**src/rtl/arb_pkg.sv**
```systemverilog
// Shared types and default sizing for the round-robin arbiter/mux slice.
package arb_pkg;

  typedef enum logic {
    IDLE = 1'b0,
    OWN  = 1'b1
  } arb_state_t;

  localparam int unsigned DEF_IN_SIZE  = 2;
  localparam int unsigned DEF_IN_VAL   = 4;
  localparam int unsigned DEF_MAX_HOLD = 8;

endpackage

```
**src/rtl/selector_logic_parametrised.sv**
```systemverilog
// AND-OR data selector: returns the slice of in chosen by a one-hot sel, zero when sel is zero.
module selector_logic_parametrised
  import arb_pkg::*;
#(
  parameter int unsigned in_size = DEF_IN_SIZE,
  parameter int unsigned in_val  = DEF_IN_VAL
) (
  input  logic [in_val-1:0]         sel,
  input  logic [in_size*in_val-1:0] in,
  output logic [in_size-1:0]        out
);

  always_comb begin
    out = '0;
    for (int unsigned i = 0; i < in_val; i++) begin
      out = out | (in[i*in_size +: in_size] & {in_size{sel[i]}});
    end
  end

endmodule

```
**src/rtl/rr_arbiter_mux.sv**
```systemverilog
// Round-robin arbiter with registered one-hot grant and combinational data mux.
// Optional per-grant beat limit compiled in with ARB_HOLD_LIMIT_EN.
module rr_arbiter_mux
  import arb_pkg::*;
#(
  parameter int unsigned in_size  = DEF_IN_SIZE,
  parameter int unsigned in_val   = DEF_IN_VAL,
  parameter int unsigned max_hold = DEF_MAX_HOLD
) (
  input  logic                      clk,
  input  logic                      rst_n,
  input  logic [in_val-1:0]         req,
  input  logic [in_size*in_val-1:0] in,
  input  logic                      out_ready,
  output logic [in_val-1:0]         grant,
  output logic                      out_valid,
  output logic [in_size-1:0]        out
);

  localparam int unsigned PTR_W = $clog2(in_val);

  arb_state_t        state, state_next;
  logic [PTR_W-1:0]  ptr, ptr_next;
  logic [in_val-1:0] grant_next;
  logic [in_val-1:0] cand;
  logic [PTR_W-1:0]  win_idx;
  logic              win_found;
  logic              take;

  assign out_valid = |(grant & req);

  // Owner is masked out so a hold-limit handover can never re-pick it.
  assign cand = req & ~grant;

  always_comb begin
    int unsigned idx;
    idx       = 0;
    win_found = 1'b0;
    win_idx   = '0;
    for (int unsigned i = 1; i <= in_val; i++) begin
      idx = (32'(ptr) + i) % in_val;
      if (!win_found && cand[idx]) begin
        win_found = 1'b1;
        win_idx   = PTR_W'(idx);
      end
    end
  end

`ifdef ARB_HOLD_LIMIT_EN
  localparam int unsigned CNT_W = $clog2(max_hold + 1);

  logic [CNT_W-1:0] hold_cnt, hold_cnt_next;
  logic             beat;
  logic             hold_expire;

  assign beat        = out_valid & out_ready;
  assign hold_expire = beat && (hold_cnt == CNT_W'(max_hold - 1));
`endif

  always_comb begin
    state_next = state;
    grant_next = grant;
    ptr_next   = ptr;
    take       = 1'b0;
    unique case (state)
      IDLE: begin
        if (win_found) take = 1'b1;
      end
      OWN: begin
        if (!out_valid) begin
          if (win_found) begin
            take = 1'b1;
          end else begin
            state_next = IDLE;
            grant_next = '0;
          end
        end
`ifdef ARB_HOLD_LIMIT_EN
        else if (hold_expire && win_found) begin
          take = 1'b1;
        end
`endif
      end
      default: begin
        state_next = IDLE;
        grant_next = '0;
      end
    endcase
    if (take) begin
      state_next = OWN;
      grant_next = in_val'(1) << win_idx;
      ptr_next   = win_idx;
    end
  end

`ifdef ARB_HOLD_LIMIT_EN
  always_comb begin
    hold_cnt_next = hold_cnt;
    if (take || state_next == IDLE || hold_expire) begin
      hold_cnt_next = '0;
    end else if (beat) begin
      hold_cnt_next = hold_cnt + 1'b1;
    end
  end

  always_ff @(posedge clk or negedge rst_n) begin
    if (!rst_n) hold_cnt <= '0;
    else        hold_cnt <= hold_cnt_next;
  end
`endif

  always_ff @(posedge clk or negedge rst_n) begin
    if (!rst_n) begin
      state <= IDLE;
      grant <= '0;
      ptr   <= PTR_W'(in_val - 1);
    end else begin
      state <= state_next;
      grant <= grant_next;
      ptr   <= ptr_next;
    end
  end

  selector_logic_parametrised #(
    .in_size(in_size),
    .in_val (in_val)
  ) u_sel (
    .sel(grant),
    .in (in),
    .out(out)
  );

endmodule
```
**config.mk**
```make
export PLATFORM = sky130hd
export DESIGN_NAME = rr_arbiter_mux
export DESIGN_NICKNAME = d
export VERILOG_FILES = /design/src/rtl/arb_pkg.sv /design/src/rtl/selector_logic_parametrised.sv /design/src/rtl/rr_arbiter_mux.sv
export SDC_FILE = /design/constraint.sdc
export NUM_CORES = 1
export LEC_CHECK = 0
export CAP_MARGIN = 20
export CELL_PAD_IN_SITES_DETAIL_PLACEMENT = 1
export CELL_PAD_IN_SITES_GLOBAL_PLACEMENT = 2
export CORE_ASPECT_RATIO = 0.6
export CORE_UTILIZATION = 21
export CTS_CLUSTER_SIZE = 10
export DETAILED_ROUTE_END_ITERATION = 12
export GPL_TIMING_DRIVEN = 0
export PLACE_DENSITY = 0.8
export SYNTH_ARGS = -nofsm -noshare
export SYNTH_HDL_FRONTEND = slang
export SYNTH_SLANG_ARGS = --single-unit
export TNS_END_PERCENT = 1
```
**constraint.sdc**
```tcl
create_clock -name clk -period 1.8 [get_ports clk]
set_input_delay 0.45 -clock clk [delete_from_list [all_inputs] [get_ports clk]]
set_output_delay 0.45 -clock clk [all_outputs]
set_load 0.02 [all_outputs]
```
==> results <==
## through the flow
step | hold WS [ns] | total power, mW | setup TNS (ns)
2_1_floorplan | 0.154 | 0.748 | 0
3_3_place_gp | 0.511 | 1.01 | -2.29
3_5_place_dp | 0.524 | 1.02 | -2.37
4_1_cts | 0.447 | 1.14 | 0
5_1_grt | 0.471 | 1.25 | 0
6_report | 0.444 | 1.15 | 0
## cell type report
class / count / area, µm²
tap: 28 / 35.0
timing repair buffer: 21 / 191
fill: 231 / 1220
clock buffer: 4 / 26.3
multi-input combinational: 42 / 303
sequential: 7 / 178
## worst max-delay path: cells and delay by family
kind | cells | cell delay, ns
buffers and inverters | 2 | 0.60
AND/OR/NAND/NOR | 1 | 0.07
AO/OA/AOI/OAI | 1 | 0.21
## state kept, by name (all words and copies together), names as in the netlist
| register | flops |
|---|---|
| grant | 4 |
| ptr | 2 |
| state | 1 |
## final timing paths
kind	start	end	slack, ns	cells after the start
min in group clk	ptr[0]	ptr[0]	0.54	2
worst max register to register	grant[0]	grant[0]	0.16	5
worst min register to register	ptr[0]	ptr[0]	0.54	2
worst min-delay path	rst_n	state	0.44	1
max in group asynchronous	rst_n	ptr[1]	1.06	1
worst max-delay path	in[4]	out[0]	0.03	4
## layout by cell type, fill, tap and decap left out, drive strengths merged
cell type	Yosys	final
nand2	10	10
clkdlybuf4s50	0	10
a22oi	6	6
dfrtp	5	5
dlygate4sd2	0	5
nand2b	5	5
o21ai	4	4
clkbuf	0	4
buf	0	4
a21oi	3	3
nor2	2	2
a32o	2	2
o31ai	2	2
dlymetal6s2s	0	2
dfstp	2	2
nand4	1	1
a21bo	1	1
and4b	1	1
nor3b	1	1
nor3	1	1
or3	1	1
a21o	1	1
and2	1	1
## power breakdown
group	internal, mW	leakage, nW	switching (mW)
logic	0.303	0.240	0.348
clock network	0.0852	0.0150	0.0676
registers	0.239	0.0827	0.107
## cells by family after synthesis
group,count (synthesis),synth area share
AND/OR/NAND/NOR,23,0.294
flip-flops,7,0.387
AO/OA/AOI/OAI,19,0.319
## timing repair
action                                  in CTS  in global routing
buffers inserted                             1                  0
resized for setup                           20                  4
endpoints found under the setup margin       7                  5
pin swaps                                    1                  1
## metal layers
layer	GRT usage	vias up	routed length, µm
met5	0	-	0
met4	0.0698	0	19
met3	0.0476	3	72
met2	0.206	9	615
met1	0.230	234	858
li1	-	237	-
==> results by group <==
Clocking
  • CTS buffer count: 3
  • Clock Latency Late Sink: 0.27 ns
  • TritonCTS clock tree: done
  • Clock Tree Root: clkbuf_4
  • Worst-path clk slew: 0.06 ns
  • Clock sinks: 7
  • H-Tree Depth: 1
  • Clk buf depth: 2
  • Post-cts hold buffer count: 0

Die
  • Chip Height: 38.2 µm
  • Rows: 12
  • Io pins: 22
  • Die Width: 62.4 µm
  • Initial core utilization: 0.235
  • Die area: 2380 µm²
  • Core region area: 1950 µm²

Timing
  • Clock Skew: 0.00658 ns
  • Max Freq: 566 MHz
  • Crit path time final: 1.77 ns
  • Final worst path period share: 0.982
  • Final hold viol count: 0
  • Final WS setup: 0.0321 ns
  • Relative slew slack: 0.780
  • RSZ-0062 raised after global routing: false
  • Slew Limit Fails: 0
  • Final setup viols: 0
  • Worst-Margin Slew: 0.326 ns

Placement
  • Pre-CTS setup slack: -0.446 ns
  • Area of placed instances: 694 µm²
  • Gpl congestion: 0.715
  • I/O Buffers: 20
  • Placed Instances: 97
  • DP Wirelength: 1.25 mm

Synth
  • EDFF count, synth: 0
  • Main synth FF type: dfrtp_1
  • Synth top area cells: dfrtp_1 (27%), dfstp_2 (11%), a22oi_1 (9.8%)
  • Net Count, Synth: 64
  • #FFs+latches synth: 7
  • Most frequent cell after synthesis: nand2_1
  • Async set-reset flop share out of synthesis: 1.00
  • Cell Area, Synth: 459 µm²
  • Most frequent cells after synthesis: nand2_1 (10), a22oi_1 (6), dfrtp_1 (5)
  • Syn Area/Cell: 9.37 µm²
  • Post-synth top area share: 0.272
  • Post-Synthesis Cells: 49
  • Post-synthesis cell type count: 20
  • Ys Warns: 0
  • Synth area leader: dfrtp_1
  • Register area share after synthesis: 0.387

Route
  • Residual DRC count: 0
  • DRT Pass-1 Iters: 3
  • Vias per cell: 4.74
  • Post-detailed-route count of antenna-violating nets: 0
  • DR iter-0 viols: 10
  • Vias: 483
  • WL final: 1.57 mm
  • Routed len/inst: 15.3 µm

Finish
  • Syn-to-layout area delta: 59.7%
  • Share of layout cells above drive strength 1: 0.257
  • Final non-filler cell area: 733 µm²
  • Layout Cells excl Fill: 102
  • Nets@finish: 90
  • Diodes inserted: 0
  • Finished Core Util: 0.376

GRT
  • Overflow after GRT: 0
  • First-pass GRT wire length: 2.60 mm
  • Largest net degree at the start of global routing: 8
  • Tot GR Track Use: 0.157
  • Initial antenna violation count: 0
  • Number of global-route vias before repair: 478

Worst setup path
  • Slowest-stage cell, CP: clkdlybuf4s50_1
  • CP Capture Type: output pin
  • Worst endpoint required time: 1.35 ns
  • Crit-path cells: clkdlybuf4s50_1, a22oi_2, nand2_1, buf_2
  • Max FO, Critical Path: 1
  • Crit start category: input pin
  • Crit Path Class: input pin to output pin
  • CP arrival: 1.32 ns
  • Worst path max stage delay: 0.44 ns

Hold path
  • Hold Crit Class: input pin to async pin

Power
  • PwrDens: 1570 nW/µm²
  • Leakage Power: 0.338 nW
  • Peak VDD IR: 574 µV

Run
  • Max Cap Viol: 0

Status
  • Outcome: complete, no violations
(Power assumes the default switching activity.)
==> variant (same flow settings) <==
The package constant `DEF_IN_VAL` goes from 4 to 8.
--- a/src/rtl/arb_pkg.sv
+++ b/src/rtl/arb_pkg.sv
@@ -9,3 +9,3 @@
   localparam int unsigned DEF_IN_SIZE  = 2;
-  localparam int unsigned DEF_IN_VAL   = 4;
+  localparam int unsigned DEF_IN_VAL   = 8;
   localparam int unsigned DEF_MAX_HOLD = 8;
Interface: changed (resized grant, in and req); port bits go from 22 to 38. The function was not compared with the original's and may differ.
==> variant against the original RTL <==
  * Die area rose to 3.5 times the old value
  * Routed wire length rose to 4.4 times the old value
  * Design area rose to 3.5 times the old value
  * Highest routed layer unchanged
  * Clock skew down 0.0033 ns
  * The flow now finishes with violations (setup timing)
  * Synthesized area rose to 3.7 times the old value
  * Critical path type is now register to register
  * Count of clock-buffer cells in the layout unchanged
  * Worst setup slack worse by 1.3 ns
  * Core utilization down 3.6 points
  * Via count rose to 3.7 times the old value
  * Critical endpoint is now grant[1]$_DFFE_PN0P_
  * Sequential cell count up 5
Power is left out: the tool's default activity adds up to more than one toggle a clock period on the data nets, which glitch-free logic cannot reach.
==> variant: results (changes against the original RTL) <==
DP Wirelength=5170 um (+310%); Clk Latency, worst-skew pair=0.24 ns (-0.03 ns); count of nets after finishing=258 (+190%); Worst Path Arrival=3.22 ns (+1.90 ns); diode insertion count for antenna repair=0 (unchanged); Starting DRT DRC Count=140 (+130); register area share after synthesis=0.179 (-0.208); final weighted congestion in routability-driven placement=0.841 (+18%); slowest library cell on the worst path=sky130_fd_sc_hd__dfstp_2; share of post-route cells with drive strength above 1=0.373 (+0.116); commonest cells in the netlist=sky130_fd_sc_hd__mux2i_1, sky130_fd_sc_hd__a22oi_1, sky130_fd_sc_hd__mux4_2; detailed-route vias per instance=5.38 (+14%); met3 capacity usage during global routing=0.0358 (-0.0118); post-CTS setup repair buffer count=16 (+15); dominant delay contributor by cell family on the critical path=compound AO/OA/AOI/OAI gates; total routed wirelength=6830 um (+340%); GRT Resource Usage Total=0.159 (+0.00191); DP Cell Count=309 (+220%); highest signal layer in the routed design=met4; largest registers=grant (8), ptr (3), state (1); detailed-routed wire length on met3=501 um (+600%); clock buffer depth=2 (unchanged); number of nets produced by synthesis=198 (+210%); mux share of post-synthesis cell area=0.293 (+0.293); clock root buffer master=sky130_fd_sc_hd__clkbuf_16; met2 Use GR=0.203 (-0.00278); least setup slack across all paths after layout=-1.29 ns (-1.32 ns); Met1 Wirelength=3560 um (+310%); largest fanout of any net on the critical path=6 (+5); Post-Synthesis Cells=169 (+240%); post-synthesis adder-cell area fraction=0.0148 (+0.0148); start point of the critical path=ptr[0]$_DFFE_PN1P_; vias in the first global route=1695 (+250%); final setup vio count=14 (+14); worst setup skew after layout=0.00330 ns (-0.00329 ns); total number of H-tree levels=1 (unchanged); maximum number of pins on one net before global-route repair=13 (+5); Most used DFF post-synth=sky130_fd_sc_hd__dfrtp_1; Initial DRT Pass Iterations=4 (+1); post-cts repair resize count=33 (+65%); total of buffers placed on input and output ports=36 (+80%); Post-Synth XOR/XNOR Area=0.0199 (+0.0199); end of the critical path=grant[1]$_DFFE_PN0P_; Slew @ Worst Pin=0.535 ns (+0.209 ns); area fraction in compound gates after synthesis=0.245 (-0.0738); Synth area leaders=sky130_fd_sc_hd__mux4_2, sky130_fd_sc_hd__dfrtp_1, sky130_fd_sc_hd__mux2i_1; result of the run=finished, violations left; failing checks=setup timing; average routed wire per standard cell=20.6 um (+34%); wire length of the first global-routing pass=10200 um (+290%); number of distinct standard cells referenced by the synthesized netlist=54 (+170%); Critical Path Sink Type=register; Clk pin slew, worst setup/hold paths=0.04 ns (-0.02 ns); classification of the worst-slack hold path=primary input to asynchronous set/reset pin; global routing usage on met1=0.264 (+0.0334); critical path's largest stage delay=0.53 ns (+0.09 ns)
variant: cell types whose count changed after synthesis, moves of 6 or more:
cell / change
sky130_fd_sc_hd__nor2b_1: +9
sky130_fd_sc_hd__a32o_1: +8
sky130_fd_sc_hd__mux2i_1: +17
sky130_fd_sc_hd__a22oi_1: +6
sky130_fd_sc_hd__mux4_2: +12
sky130_fd_sc_hd__nor2_1: +6
variant: area by class of cell:
class                      instances  area, um2
sequential                        12        305
clock buffer                       4       88.8
buffer                             8       83.8
inverter                           4       31.3
timing repair buffer              55        482
tap                              104        130
fill                             837       4980
multi-input combinational        145       1440
variant: per-stage QoR:
step	area (um2)	hold WS (ns)	setup TNS (ns)	setup WS, ns
after detailed placement	2210	0.667	-21.00	-1.72
after global placement	2210	0.657	-20.61	-1.70
after floorplan	1720	0.154	-12.21	-1.12
after CTS	2470	0.584	-14.43	-1.27
after global routing	2560	0.602	-16.24	-1.39
final	2560	0.562	-14.70	-1.29
